### config.mk
export PLATFORM = sky130hd
export DESIGN_NAME = mem_a_read_engine
export DESIGN_NICKNAME = d
export VERILOG_FILES = /design/src/rtl/mem_a_read_engine.sv
export SDC_FILE = /design/constraint.sdc
export NUM_CORES = 1
export LEC_CHECK = 0
export BUFFER_PORTS_ARGS = -buffer_cell sky130_fd_sc_hd__buf_2
export CAP_MARGIN = 20
export CORE_MARGIN = 8
export CORE_UTILIZATION = 30
export CTS_CLUSTER_SIZE = 28
export DETAILED_ROUTE_END_ITERATION = 8
export PLACE_DENSITY = 0.46
export SLEW_MARGIN = 20
export SYNTH_ARGS = -nofsm -noshare
export SYNTH_HDL_FRONTEND = slang
export SYNTH_SLANG_ARGS = --single-unit
### constraint.sdc
create_clock -name clk -period 25.4 [get_ports clk]
set_input_delay 0 -clock clk [delete_from_list [all_inputs] [get_ports clk]]
set_output_delay 0 -clock clk [all_outputs]
set_load 0.05 [all_outputs]
### src/rtl/mem_a_read_engine.sv
// Read engine for the A operand: pulls byte addresses from the show-ahead A address FIFO, issues
// one memory read per address, buffers the returned beats and streams them to the array feeder
// with a row index that cycles through the array height.
//
// Credit covers every request from the moment its address is popped until its beat leaves on the
// output handshake. The response buffer is therefore never overrun in normal operation. A beat
// that still arrives while the buffer is full is dropped and raises the sticky err_o.
//
// Ports
//   clk, reset_n           clock (rising edge), asynchronous active-low reset
//   a_fifo_addr/empty/pop  show-ahead address FIFO interface
//   mem_req/addr/gnt       read request channel (request held until granted)
//   mem_rvalid/rdata       in-order read data return
//   row_data_o/valid_o/    output beat stream with valid/ready handshake
//   row_ready_i
//   row_index_o/last_o     row position of the current beat within its group
//   busy_o                 outstanding credit or a pending request
//   err_o                  sticky response-overflow flag
module mem_a_read_engine #(
  parameter int unsigned BUS_WIDTH_BYTES = 32,
  parameter int unsigned ARRAY_HEIGHT    = 4,
  parameter int unsigned MAX_OUTSTANDING = 4
) (
  input  logic                             clk,
  input  logic                             reset_n,
  input  logic [15:0]                      a_fifo_addr,
  input  logic                             a_fifo_empty,
  output logic                             a_fifo_pop,
  output logic                             mem_req,
  output logic [15:0]                      mem_addr,
  input  logic                             mem_gnt,
  input  logic                             mem_rvalid,
  input  logic [BUS_WIDTH_BYTES*8-1:0]     mem_rdata,
  output logic [BUS_WIDTH_BYTES*8-1:0]     row_data_o,
  output logic                             row_valid_o,
  input  logic                             row_ready_i,
  output logic [$clog2(ARRAY_HEIGHT)-1:0]  row_index_o,
  output logic                             row_last_o,
  output logic                             busy_o,
  output logic                             err_o
);

  localparam int unsigned DataW   = BUS_WIDTH_BYTES * 8;
  localparam int unsigned PtrW    = $clog2(MAX_OUTSTANDING);
  localparam int unsigned CreditW = PtrW + 1;
  localparam int unsigned IdxW    = $clog2(ARRAY_HEIGHT);

  localparam logic [CreditW-1:0] MaxCredit = CreditW'(MAX_OUTSTANDING);
  localparam logic [IdxW-1:0]    LastIdx   = IdxW'(ARRAY_HEIGHT - 1);

  typedef enum logic [0:0] {StIdle, StReq} state_e;

  state_e               state_q, state_d;
  logic [15:0]          mem_addr_q, mem_addr_d;
  logic [CreditW-1:0]   credit_q, credit_d;
  logic [PtrW:0]        wr_ptr_q, wr_ptr_d;
  logic [PtrW:0]        rd_ptr_q, rd_ptr_d;
  logic [IdxW-1:0]      idx_q, idx_d;
  logic                 err_q, err_d;
  logic [DataW-1:0]     buf_q [MAX_OUTSTANDING];

  logic                 pop;
  logic                 out_hs;
  logic [CreditW-1:0]   credit_ret;
  logic                 room;
  logic                 buf_empty;
  logic                 buf_full;
  logic                 buf_wr;

  // ---------------------------------------------------------------------------------------------
  // Credit. A beat leaving this cycle frees its credit in time for a same-cycle pop, so a full
  // engine keeps issuing one request per drained beat.
  // ---------------------------------------------------------------------------------------------
  assign out_hs     = row_valid_o & row_ready_i;
  assign credit_ret = credit_q - {{PtrW{1'b0}}, out_hs};
  assign room       = credit_ret < MaxCredit;
  assign credit_d   = credit_q + {{PtrW{1'b0}}, pop} - {{PtrW{1'b0}}, out_hs};

  // ---------------------------------------------------------------------------------------------
  // Issue FSM
  // ---------------------------------------------------------------------------------------------
  always_comb begin
    state_d    = state_q;
    mem_addr_d = mem_addr_q;
    pop        = 1'b0;
    unique case (state_q)
      StIdle: begin
        if (!a_fifo_empty && room) begin
          pop     = 1'b1;
          state_d = StReq;
        end
      end
      StReq: begin
        if (mem_gnt) begin
          if (!a_fifo_empty && room) begin
            pop = 1'b1;
          end else begin
            state_d = StIdle;
          end
        end
      end
      default: state_d = StIdle;
    endcase
    if (pop) begin
      mem_addr_d = a_fifo_addr;
    end
  end

  // The pop decode would otherwise see the reset-state FSM and a non-empty FIFO during reset.
  assign a_fifo_pop = pop & reset_n;
  assign mem_req    = (state_q == StReq);
  assign mem_addr   = mem_addr_q;

  // ---------------------------------------------------------------------------------------------
  // Response buffer: extra pointer bit separates full from empty.
  // ---------------------------------------------------------------------------------------------
  assign buf_empty = (wr_ptr_q == rd_ptr_q);
  assign buf_full  = (wr_ptr_q[PtrW] != rd_ptr_q[PtrW]) &&
                     (wr_ptr_q[PtrW-1:0] == rd_ptr_q[PtrW-1:0]);
  // When full, a same-cycle read frees the head slot, which is exactly the slot being written.
  assign buf_wr    = mem_rvalid & (~buf_full | out_hs);
  assign wr_ptr_d  = wr_ptr_q + {{PtrW{1'b0}}, buf_wr};
  assign rd_ptr_d  = rd_ptr_q + {{PtrW{1'b0}}, out_hs};
  assign err_d     = err_q | (mem_rvalid & buf_full & ~out_hs);
  assign idx_d     = out_hs ? idx_q + IdxW'(1) : idx_q;

  assign row_data_o  = buf_q[rd_ptr_q[PtrW-1:0]];
  assign row_valid_o = ~buf_empty;
  assign row_index_o = idx_q;
  assign row_last_o  = row_valid_o & (idx_q == LastIdx);
  assign busy_o      = (credit_q != '0) | mem_req;
  assign err_o       = err_q;

  // ---------------------------------------------------------------------------------------------
  // State
  // ---------------------------------------------------------------------------------------------
  always_ff @(posedge clk or negedge reset_n) begin
    if (!reset_n) begin
      state_q    <= StIdle;
      mem_addr_q <= '0;
      credit_q   <= '0;
      wr_ptr_q   <= '0;
      rd_ptr_q   <= '0;
      idx_q      <= '0;
      err_q      <= 1'b0;
    end else begin
      state_q    <= state_d;
      mem_addr_q <= mem_addr_d;
      credit_q   <= credit_d;
      wr_ptr_q   <= wr_ptr_d;
      rd_ptr_q   <= rd_ptr_d;
      idx_q      <= idx_d;
      err_q      <= err_d;
    end
  end

  // Data storage needs no reset; validity comes from the pointers.
  always_ff @(posedge clk) begin
    if (buf_wr) begin
      buf_q[wr_ptr_q[PtrW-1:0]] <= mem_rdata;
    end
  end

endmodule

# Word-level counts from Yosys, hierarchy flattened

Memory sizes are Yosys's and may differ from the RTL's.
Index checks and enable logic that the tools add are counted.

Memories kept: 1
Output and inout bits: 280
Input bits: 278
Logic and storage cells: 43
Register bits: 29
RAM bits: 1,024

Add/subtract/negate cells: 6
Reduce and logical (&&, ||, !) cells: 4
$lt $le $gt $ge: 1
Muxes and demuxes: 7
Eq/ne operators: 4
Bitwise operators: 13

Memories:

| name  | depth | width | read ports | clocked after Yosys merged registers in | wr ports | RTL line | RTL |
|---|---|---|---|---|---|---|---|
| buf_q | 4     | 256   | 1          | 0                                       | 1        | 60       | `logic [DataW-1:0] buf_q [MAX_OUTSTANDING];` |

Operators by type and width:

| kind                  | number |
|---|---|
| $add A3 B1 Y3         | 3 |
| $and A1 B1 Y1         | 6 |
| $sub A3 B1 Y3         | 2 |
| $mux W1               | 5 |
| $not A1 Y1            | 4 |
| $pmux W1 S2           | 2 |
| $eq A3 B3 Y1          | 1 |
| $lt A3 B3 Y1 const B  | 1 |
| $or A1 B1 Y1          | 3 |
| $reduce_bool A3 Y1    | 1 |
| $add A2 B1 Y2 const B | 1 |
| $eq A2 B2 Y1          | 1 |
| $eq A2 B2 Y1 const B  | 1 |
| $logic_and A1 B1 Y1   | 2 |
| $logic_not A1 Y1      | 1 |
| $ne A1 B1 Y1          | 1 |

# Logic depth before layout (Yosys ltp)

Word-level depth: 11
Gate-level depth with buffers: 9
Mapped depth without buffers: 8

# Least setup slack after synthesis

Ideal clock, no wire load.

Kind: register -> register
Start point: reg rd_ptr_q[0]
End point: mem buf_q[0][0] in the netlist's numbering (enable)
Stages on the path, launching flop included: 5
Path buffers: 1
Path slack: 4.654 ns
Arrival time: 19.506 ns
Data required time: 24.160 ns
Period minus slack after synthesis: 20.746 ns
Setup time: 1.240 ns
Cells stage by stage: dfrtp_1 buf_2 xor2_1 o41a_1 nor3b_1

Longest elaborated chain between the ends: 7
Elaborated cells between the ends (all ways): 10
Classes of those cells: eq/ne: 2; mux: 2; bitwise: 5; reduce/logical: 1

RTL lines:

| what                                                     | RTL line | RTL |
|---|---|---|
| from (decl)                                              | 57       | `logic [PtrW:0] rd_ptr_q, rd_ptr_d;` |
| from (signal assigned)                                   | 151      | `rd_ptr_q <= rd_ptr_d;` |
| $eq A3 B3 Y1 / $eq A2 B2 Y1 (equally long branches)      | 117, 119 |  |
| $not A1 Y1 / $logic_and A1 B1 Y1 (equally long branches) | 128, 118 |  |
| $and A1 B1 Y1 / $not A1 Y1 (equally long branches)       | 74, 121  |  |
| $or A1 B1 Y1 (*)                                         | 121      | `assign buf_wr = mem_rvalid & (~buf_full \| out_hs);` |
| $and A1 B1 Y1 (*)                                        | 121      |  |
| $mux W1 (*)                                              | 159      | `if (buf_wr) begin` |
| $mux W1 (not written as such) (*)                        | 160      | `buf_q[wr_ptr_q[PtrW-1:0]] <= mem_rdata;` |
| to (decl)                                                | 60       |  |

Every way passes the cells marked *; elsewhere a longest branch is shown, timed or not.

# Worst setup path in the final report

Start point: reg rd_ptr_q[0]
End point: mem buf_q[1][124] in the netlist's numbering (enable)

The elaborated chain is that of the path after synthesis.

==> impl_metrics.tcl <==
set metrics [dict create \
    status "finished, final reports clean" \
    grt_usage_pct 13.0 \
    die_w_um 373 \
    skew_ns 0.0261 \
    hp-class "in -> reg" \
    viasPerCell 4.43 \
    relSlewSlack_pct 29.4 \
    dieArea_um2 139000 \
    firstDrtPassIters 5 \
    cp.required_ns 25.74 \
    synthSimpleGateAreaFrac_pct 0.236 \
    htreeDepth 3 \
    grt_pass1_wl_um 138000 \
    cts-buffers-inserted 113 \
    grt_pass1_vias 21198 \
    drc_errors 0 \
    ir_worst_vdd_mv 0.0719 \
    finalSetupViolations 0 \
    crit_type "reg -> reg" \
    path_max_fanout 55 \
    via_count 19051 \
    cts_tree "yes" \
    antenna_found_initial 9 \
    io-pin-count 558 \
    die_h_um 373 \
    grt_max_degree 126 \
    synth-xor-area-share_pct 0.298 \
    synthMuxAreaShare_pct 15.8 \
    fin_ws_ns 20.34 \
    synth_cells 1435 \
    slew_viol_final 0 \
    synth_fa_ha_area_share_pct 0.249 \
    clk_latency_ns 0.70 \
    syn_area_um2 38200 \
    drv_cap 0 \
    synth.net_count 1720 \
    yosys_warnings 0 \
    rsz0062_at_grt "false" \
    clkSlewWorstSetupHoldPaths_ns 0.06 \
    fin_nets 2818 \
    clock_path_buffers 3 \
    port_buffers 557 \
    cp-end-kind "register" \
    areaGrowthSynthToFinish_pct 34.3 \
    drt-initial-drc-count 990 \
    place.gp.congestion 0.703 \
    layout-drive-gt1-share_pct 39.3 \
    min_period_ns 5.06 \
    clock_sink_count 1053 \
    finalSetupTns_ns 0 \
    crit_arrival_ns 5.40 \
    syn_avg_cell_area_um2 26.6 \
    period_share_pct 19.9 \
    post_cts_buffers 0 \
    ant_nets 0 \
    ctsRootBufferMaster "clkbuf_16" \
    synth-compound-area-share_pct 0.203 \
    final_hold_viol_count 0 \
    wl_per_cell_um 21.3 \
    pwr_density_cell_nw_per_um2 130 \
    p_leak_uw 0.0177 \
    grt_overflow 0 \
    cts_resized 0 \
    ys_types 34 \
    worstSetupStartpointType "register" \
    rows 131 \
    pre_cts_slack_ns 20.14 \
    ys_seq_area_share_pct 82.5 \
    tightestPinTransition_ns 1.06 \
    max_freq_ghz 0.198 \
    synth_top_family_by_area "multiplexers" \
    whs_ns 0.0778 \
    core_um2 127000 \
    ys_ff_latch 1053 \
    initial_core_util_pct 30.1 \
    dp_hpwl_um 57300 \
    drt-total-wl_um 91600 \
]
-- Yosys cell counts, drive strengths merged --
cell / instances / share of area [%]
xnor2: 7 / 0.16
nor2: 4 / 0.039
a21oi: 1 / 0.013
buf: 41 / 0.55
o311a: 1 / 0.056
and3: 1 / 0.016
inv: 3 / 0.030
xor2: 6 / 0.14
o21bai: 1 / 0.020
nand2: 1 / 0.0098
ha: 6 / 0.20
fa: 1 / 0.052
mux2: 17 / 0.59
nand3: 1 / 0.013
o31ai: 1 / 0.020
mux4: 256 / 15
nor2b: 1 / 0.016
and3b: 1 / 0.023
o41a: 1 / 0.030
or2: 2 / 0.033
dfrtp: 29 / 1.9
nor3b: 2 / 0.039
nor3: 1 / 0.013
edfxtp: 1024 / 81
or3: 1 / 0.016
o21ai: 3 / 0.039
clkbuf: 19 / 0.19
and2: 1 / 0.016
mux2i: 1 / 0.059
a41o: 1 / 0.026
-- worst max-delay path, stage by stage, from the launching register on --
cell,delay (ns)
dfrtp_4,0.99
xor2_1,0.33
o41a_1,0.28
nand2_1,0.12
nor2_4,0.56
buf_4,0.77
buf_4,0.76
buf_4,0.67
-- repair_timing --
action | 4_1_cts | 5_1_grt
endpoints found under the hold margin | 1112 | 0
endpoints found under the setup margin | 0 | 0
hold buffers | 457 | 0
-- layout make-up --
class,instances,area [um2]
clock inverter,75,712
tap,1662,2080
inverter,3,11.3
timing repair buffer,1043,7620
fill,11387,75600
clock buffer,133,2900
sequential,1053,31500
multi-input combinational,319,6410
antenna,8,20.0
-- worst paths after layout --
check / depth (start not counted) / start / slack, ns / to
worst min register to register: 1 / mem_addr[13] / 0.51 / mem_addr[13]
max in group asynchronous: 4 / reset_n / 24.86 / rd_ptr_q[1]
worst max register to register: 7 / rd_ptr_q[0] / 20.34 / buf_q[1][124]
worst max-delay path: 7 / rd_ptr_q[0] / 20.34 / buf_q[1][124]
worst min-delay path: 2 / mem_rdata[205] / 0.08 / buf_q[1][205]
min in group asynchronous: 4 / reset_n / 0.34 / row_index_o[0]
-- routing by layer --
layer | part of all wire (%) | wire (um) | up-vias | track usage (%)
li1 | - | - | 8471 | -
met1 | 40 | 36900 | 9957 | 15.3
met2 | 51 | 46500 | 494 | 22.4
met3 | 6.3 | 5820 | 129 | 3.94
met4 | 2.7 | 2430 | 0 | 4.45
met5 | 0 | 0 | - | 0
-- cells in the final DEF (no fill, tap or decap), types with 2 or more instances in the layout --
master,netlist,layout
clkinv_4,0,2
mux2_4,9,9
inv_16,0,2
dlygate4sd3_1,0,456
buf_4,0,27
bufinv_16,0,10
mux4_2,256,256
inv_1,3,3
inv_6,0,3
buf_12,1,2
or2_2,2,2
clkinvlp_4,0,5
diode_2,0,8
edfxtp_1,1024,1024
mux2_2,8,8
nor2_1,4,3
buf_2,27,557
dfrtp_4,0,2
o21ai_0,3,3
clkinv_1,0,27
clkinv_2,0,22
xnor2_1,7,7
clkbuf_1,19,20
dfrtp_1,29,27
xor2_1,6,6
clkbuf_16,0,113
ha_1,6,6
clkinv_8,0,3
-- cell families (layout without fill, tap and decap cells) --
| family | after synthesis | in the layout |
|---|---|---|
| simple gates | 16 | 16 |
| mux | 274 | 274 |
| flops | 1053 | 1053 |
| xor+xnor | 13 | 13 |
| compound gates | 9 | 9 |
| buf+inv | 63 | 1254 |
| other cells | 0 | 8 |
| fa+ha+maj | 7 | 7 |
-- sequential cells by signal, summed over array words and instances (netlist names) --
register,count
row_index_o,2
mem_req,1
mem_addr,16
err_o,1
buf_q,1024
rd_ptr_q,3
wr_ptr_q,3
credit_q,3
-- metrics by stage --
| step | instances | instance area [um2] | util [%] | power, uW |
|---|---|---|---|---|
| 2_1_floorplan | 1435 | 38200 | - | 4520 |
| 3_3_place_gp | 3622 | 43000 | 33.9 | 5090 |
| 5_1_grt | 4293 | 51200 | 40.4 | 6930 |
| 4_1_cts | 4287 | 51200 | 40.4 | 6780 |
| 3_5_place_dp | 3622 | 43000 | 33.9 | 5110 |
| 6_report | 4296 | 51200 | 40.4 | 6650 |
-- report_power, final --
group | total (uW) | internal, uW | switching (uW) | leakage [uW]
clock network | 1590 | 920 | 666 | 0.00176
logic | 2630 | 758 | 1870 | 0.00619
registers | 2430 | 2320 | 116 | 0.00973
(Power assumes the default switching activity.)
